`config.mk`:
```
export PLATFORM = sky130hd
export DESIGN_NAME = uart_rx_frame_parser_flat
export DESIGN_NICKNAME = d
export VERILOG_FILES = /design/src/rtl/uart_rx_frame_parser_if.sv /design/src/rtl/uart_rx_frame_parser.sv /design/src/flat_wrapper.sv
export SDC_FILE = /design/constraint.sdc
export NUM_CORES = 1
export LEC_CHECK = 0
export CORE_UTILIZATION = 45
export DETAILED_ROUTE_END_ITERATION = 7
export PLACE_DENSITY_LB_ADDON = 0.25
export SLEW_MARGIN = 20
export SYNTH_ARGS = -nofsm -noshare
export SYNTH_HDL_FRONTEND = slang
export SYNTH_SLANG_ARGS = --single-unit
```
`constraint.sdc`:
```
create_clock -name clk_100MHz -period 2.27 [get_ports clk_100MHz]
set_clock_uncertainty 0.05 [all_clocks]
set_input_delay 0.3405 -clock clk_100MHz [delete_from_list [all_inputs] [get_ports clk_100MHz]]
set_output_delay 0.3405 -clock clk_100MHz [all_outputs]
set_load 0.02 [all_outputs]
```
`src/rtl/uart_rx_frame_parser_if.sv`:
```
// Byte-stream input and framed-command output bundle for the UART frame parser.
// The parser side uses modport master; the badge control logic (or a bench) uses slave.
interface uart_rx_frame_parser_if #(
  parameter int DBITS   = 8,
  parameter int MAX_LEN = 4
);
  logic                     rx_byte_valid;
  logic [DBITS-1:0]         rx_byte;
  logic                     frame_valid;
  logic                     frame_ready;
  logic [DBITS-1:0]         frame_cmd;
  logic [2:0]               frame_len;
  logic [DBITS*MAX_LEN-1:0] frame_payload;
  logic                     frame_err;
  logic [2:0]               err_code;

  modport master (
    input  rx_byte_valid, rx_byte, frame_ready,
    output frame_valid, frame_cmd, frame_len, frame_payload, frame_err, err_code
  );

  modport slave (
    output rx_byte_valid, rx_byte, frame_ready,
    input  frame_valid, frame_cmd, frame_len, frame_payload, frame_err, err_code
  );
endinterface

```
`src/rtl/uart_rx_frame_parser.sv`:
```
// Frames a UART byte stream into SYNC/CMD/LEN/payload/CHK packets, checks them and
// presents good frames on a valid/ready register; dropped frames raise a coded error pulse.
module uart_rx_frame_parser #(
  parameter int               DBITS     = 8,
  parameter int               MAX_LEN   = 4,
  parameter logic [DBITS-1:0] SYNC_BYTE = 8'hA5,
  parameter int               TIMEOUT   = 215360,
  parameter int               TO_BITS   = 18
) (
  input  logic                    clk_100MHz,
  input  logic                    reset,
  uart_rx_frame_parser_if.master  bus
);
  localparam int               IW        = (MAX_LEN > 1) ? $clog2(MAX_LEN) : 1;
  localparam logic [DBITS-1:0] MAX_LEN_B = DBITS'(MAX_LEN);
  localparam logic [TO_BITS-1:0] TO_LAST = TO_BITS'(TIMEOUT - 1);
  localparam logic [2:0] E_LEN = 3'd1, E_CHK = 3'd2, E_TO = 3'd3, E_OVR = 3'd4;

  typedef enum logic [2:0] {S_IDLE, S_CMD, S_LEN, S_PAY, S_CHK} state_t;

  state_t                         state_q, state_d;
  logic [DBITS-1:0]               cmd_q, chk_q;
  logic [2:0]                     len_q;
  logic [IW-1:0]                  idx_q;
  logic [MAX_LEN-1:0][DBITS-1:0]  pay_q;
  logic [TO_BITS-1:0]             to_cnt;

  logic             vld;
  logic [DBITS-1:0] rx;
  logic             len_bad, timeout_hit, last_pay;
  logic             done, err_set;
  logic [2:0]       err_val;

  assign vld         = bus.rx_byte_valid;
  assign rx          = bus.rx_byte;
  assign len_bad     = rx > MAX_LEN_B;
  // An arriving byte always beats the timeout in the same cycle.
  assign timeout_hit = (state_q != S_IDLE) && !vld && (to_cnt == TO_LAST);
  assign last_pay    = 3'(idx_q) == (len_q - 3'd1);

  always_ff @(posedge clk_100MHz or negedge reset) begin
    if (!reset) state_q <= S_IDLE;
    else        state_q <= state_d;
  end

  always_comb begin
    state_d = state_q;
    if (timeout_hit) begin
      state_d = S_IDLE;
    end else if (vld) begin
      case (state_q)
        S_IDLE:  if (rx == SYNC_BYTE) state_d = S_CMD;
        S_CMD:   state_d = S_LEN;
        S_LEN:   state_d = len_bad ? S_IDLE : ((rx == '0) ? S_CHK : S_PAY);
        S_PAY:   if (last_pay) state_d = S_CHK;
        S_CHK:   state_d = S_IDLE;
        default: state_d = S_IDLE;
      endcase
    end
  end

  always_comb begin
    done    = 1'b0;
    err_set = 1'b0;
    err_val = E_LEN;
    if (timeout_hit) begin
      err_set = 1'b1;
      err_val = E_TO;
    end else if (vld) begin
      case (state_q)
        S_LEN: if (len_bad) begin
          err_set = 1'b1;
          err_val = E_LEN;
        end
        S_CHK: if (rx != chk_q) begin
          err_set = 1'b1;
          err_val = E_CHK;
        end else if (bus.frame_valid && !bus.frame_ready) begin
          err_set = 1'b1;
          err_val = E_OVR;
        end else begin
          done = 1'b1;
        end
        default: ;
      endcase
    end
  end

  always_ff @(posedge clk_100MHz or negedge reset) begin
    if (!reset) begin
      cmd_q  <= '0;
      chk_q  <= '0;
      len_q  <= '0;
      idx_q  <= '0;
      pay_q  <= '0;
      to_cnt <= '0;
    end else begin
      if (vld || state_q == S_IDLE || timeout_hit) to_cnt <= '0;
      else                                         to_cnt <= to_cnt + 1'b1;
      if (vld) begin
        case (state_q)
          S_CMD: begin
            cmd_q <= rx;
            chk_q <= rx;
          end
          S_LEN: if (!len_bad) begin
            len_q <= rx[2:0];
            chk_q <= chk_q ^ rx;
            pay_q <= '0;
            idx_q <= '0;
          end
          S_PAY: begin
            chk_q <= chk_q ^ rx;
            idx_q <= idx_q + 1'b1;
            for (int i = 0; i < MAX_LEN; i++)
              if (idx_q == IW'(i)) pay_q[i] <= rx;
          end
          default: ;
        endcase
      end
    end
  end

  // Output register: a consumed frame may be replaced in the same cycle.
  always_ff @(posedge clk_100MHz or negedge reset) begin
    if (!reset) begin
      bus.frame_valid   <= 1'b0;
      bus.frame_cmd     <= '0;
      bus.frame_len     <= '0;
      bus.frame_payload <= '0;
      bus.frame_err     <= 1'b0;
      bus.err_code      <= '0;
    end else begin
      bus.frame_err <= err_set;
      if (err_set) bus.err_code <= err_val;
      if (done) begin
        bus.frame_valid   <= 1'b1;
        bus.frame_cmd     <= cmd_q;
        bus.frame_len     <= len_q;
        bus.frame_payload <= pay_q;
      end else if (bus.frame_valid && bus.frame_ready) begin
        bus.frame_valid <= 1'b0;
      end
    end
  end
endmodule
```
`src/flat_wrapper.sv`:
```
// flat-port wrapper written by rule: the top's interface ports become plain ports
module uart_rx_frame_parser_flat 
#(
  parameter int               DBITS     = 8,
  parameter int               MAX_LEN   = 4,
  parameter logic [DBITS-1:0] SYNC_BYTE = 8'hA5,
  parameter int               TIMEOUT   = 215360,
  parameter int               TO_BITS   = 18
)
  (clk_100MHz, reset, bus_rx_byte_valid, bus_rx_byte, bus_frame_ready, bus_frame_valid, bus_frame_cmd, bus_frame_len, bus_frame_payload, bus_frame_err, bus_err_code);
  uart_rx_frame_parser_if #(.DBITS(DBITS), .MAX_LEN(MAX_LEN)) bus_i ();
  input  logic clk_100MHz;
  input  logic reset;
  input wire logic [$bits(bus_i.rx_byte_valid)-1:0] bus_rx_byte_valid;
  input wire logic [$bits(bus_i.rx_byte)-1:0] bus_rx_byte;
  input wire logic [$bits(bus_i.frame_ready)-1:0] bus_frame_ready;
  output wire logic [$bits(bus_i.frame_valid)-1:0] bus_frame_valid;
  output wire logic [$bits(bus_i.frame_cmd)-1:0] bus_frame_cmd;
  output wire logic [$bits(bus_i.frame_len)-1:0] bus_frame_len;
  output wire logic [$bits(bus_i.frame_payload)-1:0] bus_frame_payload;
  output wire logic [$bits(bus_i.frame_err)-1:0] bus_frame_err;
  output wire logic [$bits(bus_i.err_code)-1:0] bus_err_code;
  assign bus_i.rx_byte_valid = bus_rx_byte_valid;
  assign bus_i.rx_byte = bus_rx_byte;
  assign bus_i.frame_ready = bus_frame_ready;
  assign bus_frame_valid = bus_i.frame_valid;
  assign bus_frame_cmd = bus_i.frame_cmd;
  assign bus_frame_len = bus_i.frame_len;
  assign bus_frame_payload = bus_i.frame_payload;
  assign bus_frame_err = bus_i.frame_err;
  assign bus_err_code = bus_i.err_code;
  uart_rx_frame_parser #(.DBITS(DBITS), .MAX_LEN(MAX_LEN), .SYNC_BYTE(SYNC_BYTE), .TIMEOUT(TIMEOUT), .TO_BITS(TO_BITS)) u_core (.clk_100MHz(clk_100MHz), .reset(reset), .bus(bus_i));
endmodule
```
==> results of run 1 <==
## metrics by stage
step | instances | setup TNS, ns | total power, mW
after floorplan | 424 | 0 | 3.63
after global placement | 671 | -23.88 | 4.08
after detailed placement | 671 | -25.30 | 4.13
after CTS | 703 | 0 | 6.88
after global routing | 705 | -0.260 | 7.16
final | 705 | 0 | 6.83
## repair_timing
item,CTS,global route
hold endpoints to repair,28,0
endpoints found under the setup margin,0,38
hold buffers,1,0
resized for setup,0,2
buffers inserted,0,2
## cells by family (layout without fill, tap and decap cells)
logic type,Yosys count,in the layout,synth area share
xor gates and xnor gates,27,27,0.0424
buffers and inverters,30,143,0.0292
and+or+nand+nor,120,120,0.121
adders and majority gates,6,6,0.0135
AOI/OAI and AO/OA,33,33,0.0465
DFF,122,122,0.548
muxes,86,86,0.200
## layout by cell type (no fill, tap or decap), drive strengths merged, types with 3 or more instances in the layout
cell type	n
xor2	12
nor3	11
and3	13
nand2	22
and2	3
bufinv	3
nor2	26
a31oi	5
nor2b	6
xnor2	15
ha	6
dfrtp	122
clkbuf	23
o21ai	7
a21oi	5
mux2	84
clkdlybuf4s50	57
nor4	4
nand2b	7
nand3b	6
clkinv	4
inv	11
nand3	12
o221ai	6
buf	42
## critical path, delay by kind of cell
family	cells	cell delay, ns
simple gates	2	0.41
mux	1	0.40
buf+inv	2	0.68
compound gates	2	0.62
## registers in the layout (all words and copies together), names as in the netlist
name / count
u_core.cmd_q: 8
u_core.bus.frame_payload: 32
u_core.chk_q: 8
u_core.state_q: 3
u_core.bus.frame_err: 1
u_core.bus.frame_cmd: 8
u_core.bus.frame_len: 3
u_core.pay_q: 32
u_core.bus.err_code: 3
u_core.bus.frame_valid: 1
u_core.len_q: 3
u_core.to_cnt: 18
u_core.idx_q: 2
## per-layer routing
metal / track usage / part of all wire / vias to the layer above
li1: - / - / 1700
met3: 0.0477 / 0.032 / 17
met2: 0.310 / 0.48 / 74
met4: 0.0930 / 0.021 / 0
met1: 0.254 / 0.47 / 1760
met5: 0 / 0 / -
## area by class of cell
class | count | area share
inverters | 11 | 0.00571
clock inverters | 8 | 0.0163
clock buffers | 23 | 0.0661
flip-flops and latches | 122 | 0.422
multi-input cells | 272 | 0.326
repair buffers | 101 | 0.134
well taps | 168 | 0.0291
## cells in the mapped netlist (2+ instances only)
master,number
buf_6,6
nand2b_1,7
nor2b_1,6
xor2_1,12
mux2_2,44
o221ai_1,6
dfrtp_1,122
nor3b_4,2
buf_2,4
and3_1,12
a31oi_2,4
inv_1,11
nor4_2,2
nand2_1,22
and2_1,3
a21oi_1,5
nand3b_1,6
o21ai_0,7
ha_1,6
nor2_1,26
o311ai_0,2
xnor2_1,15
nand3_1,12
mux2_4,40
mux2i_1,2
nor3_1,11
clkbuf_1,9
nor4_1,2
a31o_2,2
## power breakdown
| part | switching (mW) | total [mW] | internal (mW) |
|---|---|---|---|
| Sequential | 0.282 | 2.80 | 2.51 |
| Clock | 0.916 | 2.71 | 1.80 |
| Combinational | 0.670 | 1.32 | 0.650 |
## path summary, 6_finish.rpt
| path | from | to | slack (ns) | cells past startpoint |
|---|---|---|---|---|
| max in group asynchronous | reset | u_core.bus.frame_cmd[2] | 1.21 | 3 |
| hold reg to reg | u_core.pay_q[7] | u_core.bus.frame_payload[7] | 0.45 | 1 |
| hold / removal | bus_rx_byte[4] | u_core.cmd_q[4] | 0.28 | 2 |
| setup reg to reg | u_core.chk_q[4] | u_core.bus.frame_len[1] | 0.08 | 7 |
| min in group asynchronous | reset | u_core.bus.frame_payload[12] | 0.37 | 2 |
| setup / recovery | bus_rx_byte[1] | u_core.pay_q[12] | 0.06 | 7 |
==> summary.md, run 1 <==
| Metric | Value |
|---|---|
| Syn-to-layout area delta | `29.7%` |
| Total of max-cap violations | `0` |
| Yosys top cell area share | `0.548` |
| Multi-input gate area | `0.00236 mm²` |
| Final setup vio count | `0` |
| Drc violations | `0` |
| Row count | `40` |
| Worst EP arrival | `2.45 ns` |
| First drt pass iteration count | `4` |
| Yosys reg bits | `122` |
| Post-route cell area | `0.00723 mm²` |
| Tcrit/Tclk final | `0.972` |
| Skew-Pair Late Insertion Delay | `0.41 ns` |
| Final hold violations | `0` |
| Hold Slack | `0.276 ns` |
| Max-slew headroom | `0.603` |
| Leak | `3.34 nW` |
| Proportion of layout cells with a drive suffix above 1 | `0.313` |
| Ys flop type | `dfrtp_1` |
| CORE AREA | `0.0121 mm²` |
| Syn nets | `442` |
| Crit-path cells | `clkdlybuf4s50_1 > buf_4 > o21ai_0 > and3_1 > nor3b_4 > a31oi_2 > mux2_2` |
| HP Class | `input pin to flip-flop` |
| Starting Density | `0.462` |
| # clock sinks | `122` |
| Post-synth EDFFs | `0` |
| Synth Cell Area | `0.00557 mm²` |
| # port buffers | `59` |
| Drt wl/cell | `16.1 µm` |
| Power Density | `945 mW/mm²` |
| Setup crit end kind | `flip-flop` |
| Die area | `0.0128 mm²` |
| Via/cell ratio | `5.04` |
| Gpl congestion | `0.834` |
| Setup slack at placement | `-0.376 ns` |
| Gr ovfl total | `0` |
| Die span in x | `113 µm` |
| Fmax | `0.453 GHz` |
| Fill cells | `946` |
| Final core occ | `0.599` |
| CP Max Fanout | `8` |
| Num CTS Buffers | `17` |
| Worst Max-Slew Pin Slew | `0.594 ns` |
| First-pass GRT wire length | `19000 µm` |
| Nets | `543` |
| CTS tree | `done` |
| Clock buffer depth | `2` |
| Async S/R FF share, synth | `1.00` |
| Placed cell areas | `0.00661 mm²` |
| ANT cells | `0` |
| CP peak stage delay | `0.55 ns` |
| Avg Inst Size Synth | `13.1 µm²` |
| Worst-path clk slew | `0.05 ns` |
| WS Path Type | `input pin to flip-flop` |
| CTS root buf | `clkbuf_16` |
| Number of global-route vias before repair | `3718` |
| Register area | `0.00305 mm²` |
| Cell taking the most area after synthesis | `dfrtp_1` |
| Drt total wl | `11400 µm` |
| Maximum VDD drop | `0.570 mV` |
| I/O pin cnt | `60` |
| Sequential share of the synthesized area | `0.548` |
| Worst path slowest cell | `clkdlybuf4s50_1` |
| Via count | `3551` |
| RSZ-0062 raised after global routing | `true` |
| YS warnings | `0` |
| Antenna violations before repair | `0` |
| HPWL after DPL | `7770 µm` |
| Detail Route Antenna Nets | `0` |
| Synth cell types | `45` |
| H-Tree Depth | `4` |
| Result of the run | `finished clean` |
| Chip Height | `113 µm` |
| Slew Limit Fails | `0` |
| GR Util All Layers | `0.196` |
| Largest net degree at the start of global routing | `48` |
| Iteration-0 DRC Markers | `148` |
| Mapped Cells | `424` |
| Tmin final | `2.21 ns` |
| Crit path required time | `2.52 ns` |
| Final worst slack | `0.0626 ns` |
| Crit start category | `input pin` |
| Area contributors post-synth | `dfrtp_1, mux2_4, mux2_2` |
(Power assumes the default switching activity.)
==> run 2, diff against run 1 <==
--- a/config.mk
+++ b/config.mk
@@ -5,9 +5,10 @@
 export SDC_FILE = /design/constraint.sdc
 export NUM_CORES = 1
 export LEC_CHECK = 0
-export CORE_UTILIZATION = 45
+export CORE_UTILIZATION = 55
 export DETAILED_ROUTE_END_ITERATION = 7
-export PLACE_DENSITY_LB_ADDON = 0.25
+export GPL_TIMING_DRIVEN = 0
+export PLACE_DENSITY = 0.78
 export SLEW_MARGIN = 20
 export SYNTH_ARGS = -nofsm -noshare
 export SYNTH_HDL_FRONTEND = slang
==> run 2 against run 1 <==
Net effect:
- largest cell class unchanged
- sequential cell count unchanged
- critical endpoint is now u_core.bus.frame_payload[4]
- critical path type is now flip-flop to flip-flop
- clock power down 7.7%
- cell count shrank 8.1%
- fmax grew 0.19%
- utilization is 11 points higher
- first-iteration DRC count is 0.68% lower
- wire length grew 3.6%
- critical path depth is the same
- largest power group unchanged
- non-clock buffer count down 23
- hold slack lost 0.24 ns
==> summary.md, run 2 (synthesis gave the netlist of run 1 again) <==
| Metric | Value |
|---|---|
| Result of the run | `finished clean (unchanged)` |
| Iteration-0 DRC Markers | `147 (was 148)` |
| Drt wl/cell | `18.2 µm (was 16.1 µm)` |
| Syn-to-layout area delta | `24.7% (was 29.7%)` |
| GR Util All Layers | `0.249 (was 0.196)` |
| I/O pin cnt | `60 (unchanged)` |
| Num CTS Buffers | `17 (unchanged)` |
| Gr ovfl total | `0 (unchanged)` |
| RSZ-0062 raised after global routing | `false (was true)` |
| Slew Limit Fails | `0 (unchanged)` |
| CTS tree | `done (unchanged)` |
| Worst EP arrival | `2.55 ns (was 2.45 ns)` |
| Power Density | `943 mW/mm² (was 945 mW/mm²)` |
| Final worst slack | `0.0668 ns (was 0.0626 ns)` |
| Non-Filler Instances | `648 (was 705)` |
| Number of global-route vias before repair | `3813 (was 3718)` |
| HP Class | `input pin to flip-flop (unchanged)` |
| Setup crit end kind | `flip-flop (unchanged)` |
| # port buffers | `54 (was 59)` |
| Global route hottest layer | `met2 (unchanged)` |
| Via count | `3617 (was 3551)` |
| H-Tree Depth | `4 (unchanged)` |
| Most frequent cells in the layout | `dfrtp_1, clkdlybuf4s50_1, mux2_2, mux2_4, nor2_1 (was dfrtp_1, clkdlybuf4s50_1, mux2_2, mux2_4, buf_4)` |
| CORE AREA | `0.00982 mm² (was 0.0121 mm²)` |
| Final setup vio count | `0 (unchanged)` |
| Cells after DPL | `612 (was 671)` |
| Power Total | `6.55 mW (was 6.83 mW)` |
| Leak | `3.20 nW (was 3.34 nW)` |
| WS Path Type | `flip-flop to flip-flop (was input pin to flip-flop)` |
| Setup slack at placement | `-0.740 ns (was -0.376 ns)` |
| Chip Height | `103 µm (was 113 µm)` |
| Drc violations | `0 (unchanged)` |
| Die area | `0.0105 mm² (was 0.0128 mm²)` |
| Final TNS setup | `0 ns (unchanged)` |
| Gpl congestion | `0.839 (was 0.834)` |
| Skew-Pair Late Insertion Delay | `0.51 ns (was 0.41 ns)` |
| Starting Density | `0.568 (was 0.462)` |
| Total of max-cap violations | `0 (unchanged)` |
| Tcrit/Tclk final | `0.971 (was 0.972)` |
| Grt met2 use | `0.412 (was 0.310)` |
| Largest net degree at the start of global routing | `77 (was 48)` |
| Max-slew headroom | `0.540 (was 0.603)` |
| Worst-path clk slew | `0.06 ns (was 0.05 ns)` |
| Crit start category | `flip-flop (was input pin)` |
| FF-to-FF path depth | `7 (unchanged)` |
| Worst hold stages | `3 (was 2)` |
| Nets | `520 (was 543)` |
| Maximum VDD drop | `0.582 mV (was 0.570 mV)` |
| Detail Route Antenna Nets | `0 (unchanged)` |
| Via/cell ratio | `5.58 (was 5.04)` |
| Drt total wl | `11800 µm (was 11400 µm)` |
| ANT cells | `0 (unchanged)` |
| Fmax | `0.454 GHz (was 0.453 GHz)` |
| Clock buffer depth | `2 (unchanged)` |
| CP Max Fanout | `10 (was 8)` |
| Antenna violations before repair | `0 (unchanged)` |
| Crit path required time | `2.62 ns (was 2.52 ns)` |
| Tmin final | `2.20 ns (was 2.21 ns)` |
| First drt pass iteration count | `4 (unchanged)` |
| HPWL after DPL | `7770 µm (about the same)` |
| GR Util met1 | `0.315 (was 0.254)` |
| Proportion of layout cells with a drive suffix above 1 | `0.287 (was 0.313)` |
| First-pass GRT wire length | `19400 µm (was 19000 µm)` |
| # clock sinks | `122 (unchanged)` |
| GR Util met3 | `0.0631 (was 0.0477)` |
| Row count | `36 (was 40)` |
| Fill cells | `684 (was 946)` |
| CTS root buf | `clkbuf_8 (was clkbuf_16)` |
| Final hold violations | `0 (unchanged)` |
| Largest regs | `u_core.bus.frame_payload x32, u_core.pay_q x32, u_core.to_cnt x18 (unchanged)` |
| Worst Max-Slew Pin Slew | `0.690 ns (was 0.594 ns)` |
| Die span in x | `103 µm (was 113 µm)` |
| Most common cell after layout, fill and taps aside | `dfrtp_1 (unchanged)` |
-- run 2: changes by cell type in the layout (fill, tap and decap cells not counted), moves of 2 or more --
cell / previous run / this run
buf_4: 37 / 4
clkdlybuf4s50_1: 57 / 51
buf_2: 0 / 4
buf_6: 0 / 4
clkbuf_1: 3 / 7
clkinv_4: 0 / 4
buf_12: 5 / 2
buf_8: 0 / 2
bufinv_16: 3 / 1
-- run 2: area by class of cell --
cell class	instances	area, µm²	area share
timing repair buffer	61	634	0.0913
clock inverter	13	120	0.0173
multi-input combinational	272	2360	0.340
clock buffer	19	442	0.0635
buffer	17	130	0.0187
inverter	11	41.3	0.00594
tap	133	166	0.0239
sequential	122	3050	0.439
-- run 2: worst paths after layout --
check                           slack, ns            start                           to
max in group asynchronous            1.12            reset              u_core.chk_q[4]
worst min-delay path                 0.04   bus_rx_byte[0]              u_core.len_q[0]
worst min register to register       0.45  u_core.cmd_q[6]      u_core.bus.frame_cmd[6]
worst max register to register       0.07  u_core.chk_q[6]  u_core.bus.frame_payload[4]
worst max-delay path                 0.07  u_core.chk_q[6]  u_core.bus.frame_payload[4]
min in group asynchronous            0.38            reset  u_core.bus.frame_payload[5]
-- run 2: critical path, cell delays in order, from the launching register on --
cell	delay, ns
dfrtp_1	0.40
xor2_1	0.18
nor4_2	0.38
nand2_1	0.17
nor3b_4	0.24
buf_12	0.17
buf_6	0.18
mux2_4	0.31
-- run 2: timing repair --
action / 4_1_cts / 5_1_grt
endpoints found under the hold margin: 75 / 0
gates resized for setup: 0 / 7
hold buffers: 1 / 0
buffers inserted: 3 / 2
endpoints found under the setup margin: 54 / 64
pin swaps: 1 / 3
-- run 2: per-stage QoR --
stage          area [µm²]  hold WS [ns]  utilization
4_1_cts              6910        0.0179        0.704
2_1_floorplan        5570      -0.00509            -
3_3_place_gp         6280         0.431        0.640
5_1_grt              6950        0.0271        0.708
6_report             6950        0.0391        0.708
3_5_place_dp         6310         0.368        0.643
-- run 2: power breakdown --
group	internal, mW	leakage [nW]	switching [mW]
combinational	0.574	1.27	0.679
clock	1.52	0.276	0.988
sequential	2.51	1.65	0.284
total	4.60	3.20	1.95
-- run 2: layer usage --
layer | part of all wire | vias to the layer above | routed length [µm]
li1 | - | 1655 | -
met1 | 0.42 | 1836 | 5000
met2 | 0.52 | 112 | 6100
met3 | 0.042 | 14 | 496
met4 | 0.017 | 0 | 198
met5 | 0 | - | 0
==> run 3, diff against run 2 <==
--- a/config.mk
+++ b/config.mk
@@ -5,6 +5,7 @@
 export SDC_FILE = /design/constraint.sdc
 export NUM_CORES = 1
 export LEC_CHECK = 0
+export CAP_MARGIN = 20
 export CORE_UTILIZATION = 55
 export DETAILED_ROUTE_END_ITERATION = 7
 export GPL_TIMING_DRIVEN = 0
==> constraint.sdc (replaced) <==
create_clock -name clk_100MHz -period 2.27 [get_ports clk_100MHz]
set_clock_uncertainty 0.05 [all_clocks]
set_input_delay 0.3405 -clock clk_100MHz [delete_from_list [all_inputs] [get_ports clk_100MHz]]
set_output_delay 0.3405 -clock clk_100MHz [all_outputs]
set_load 0.01 [all_outputs]
==> results of run 3 <==
Same layout as run 2 (identical final DEF). Status: finished clean.
Main changes from that run: total power 6.55 mW -> 6.53 mW
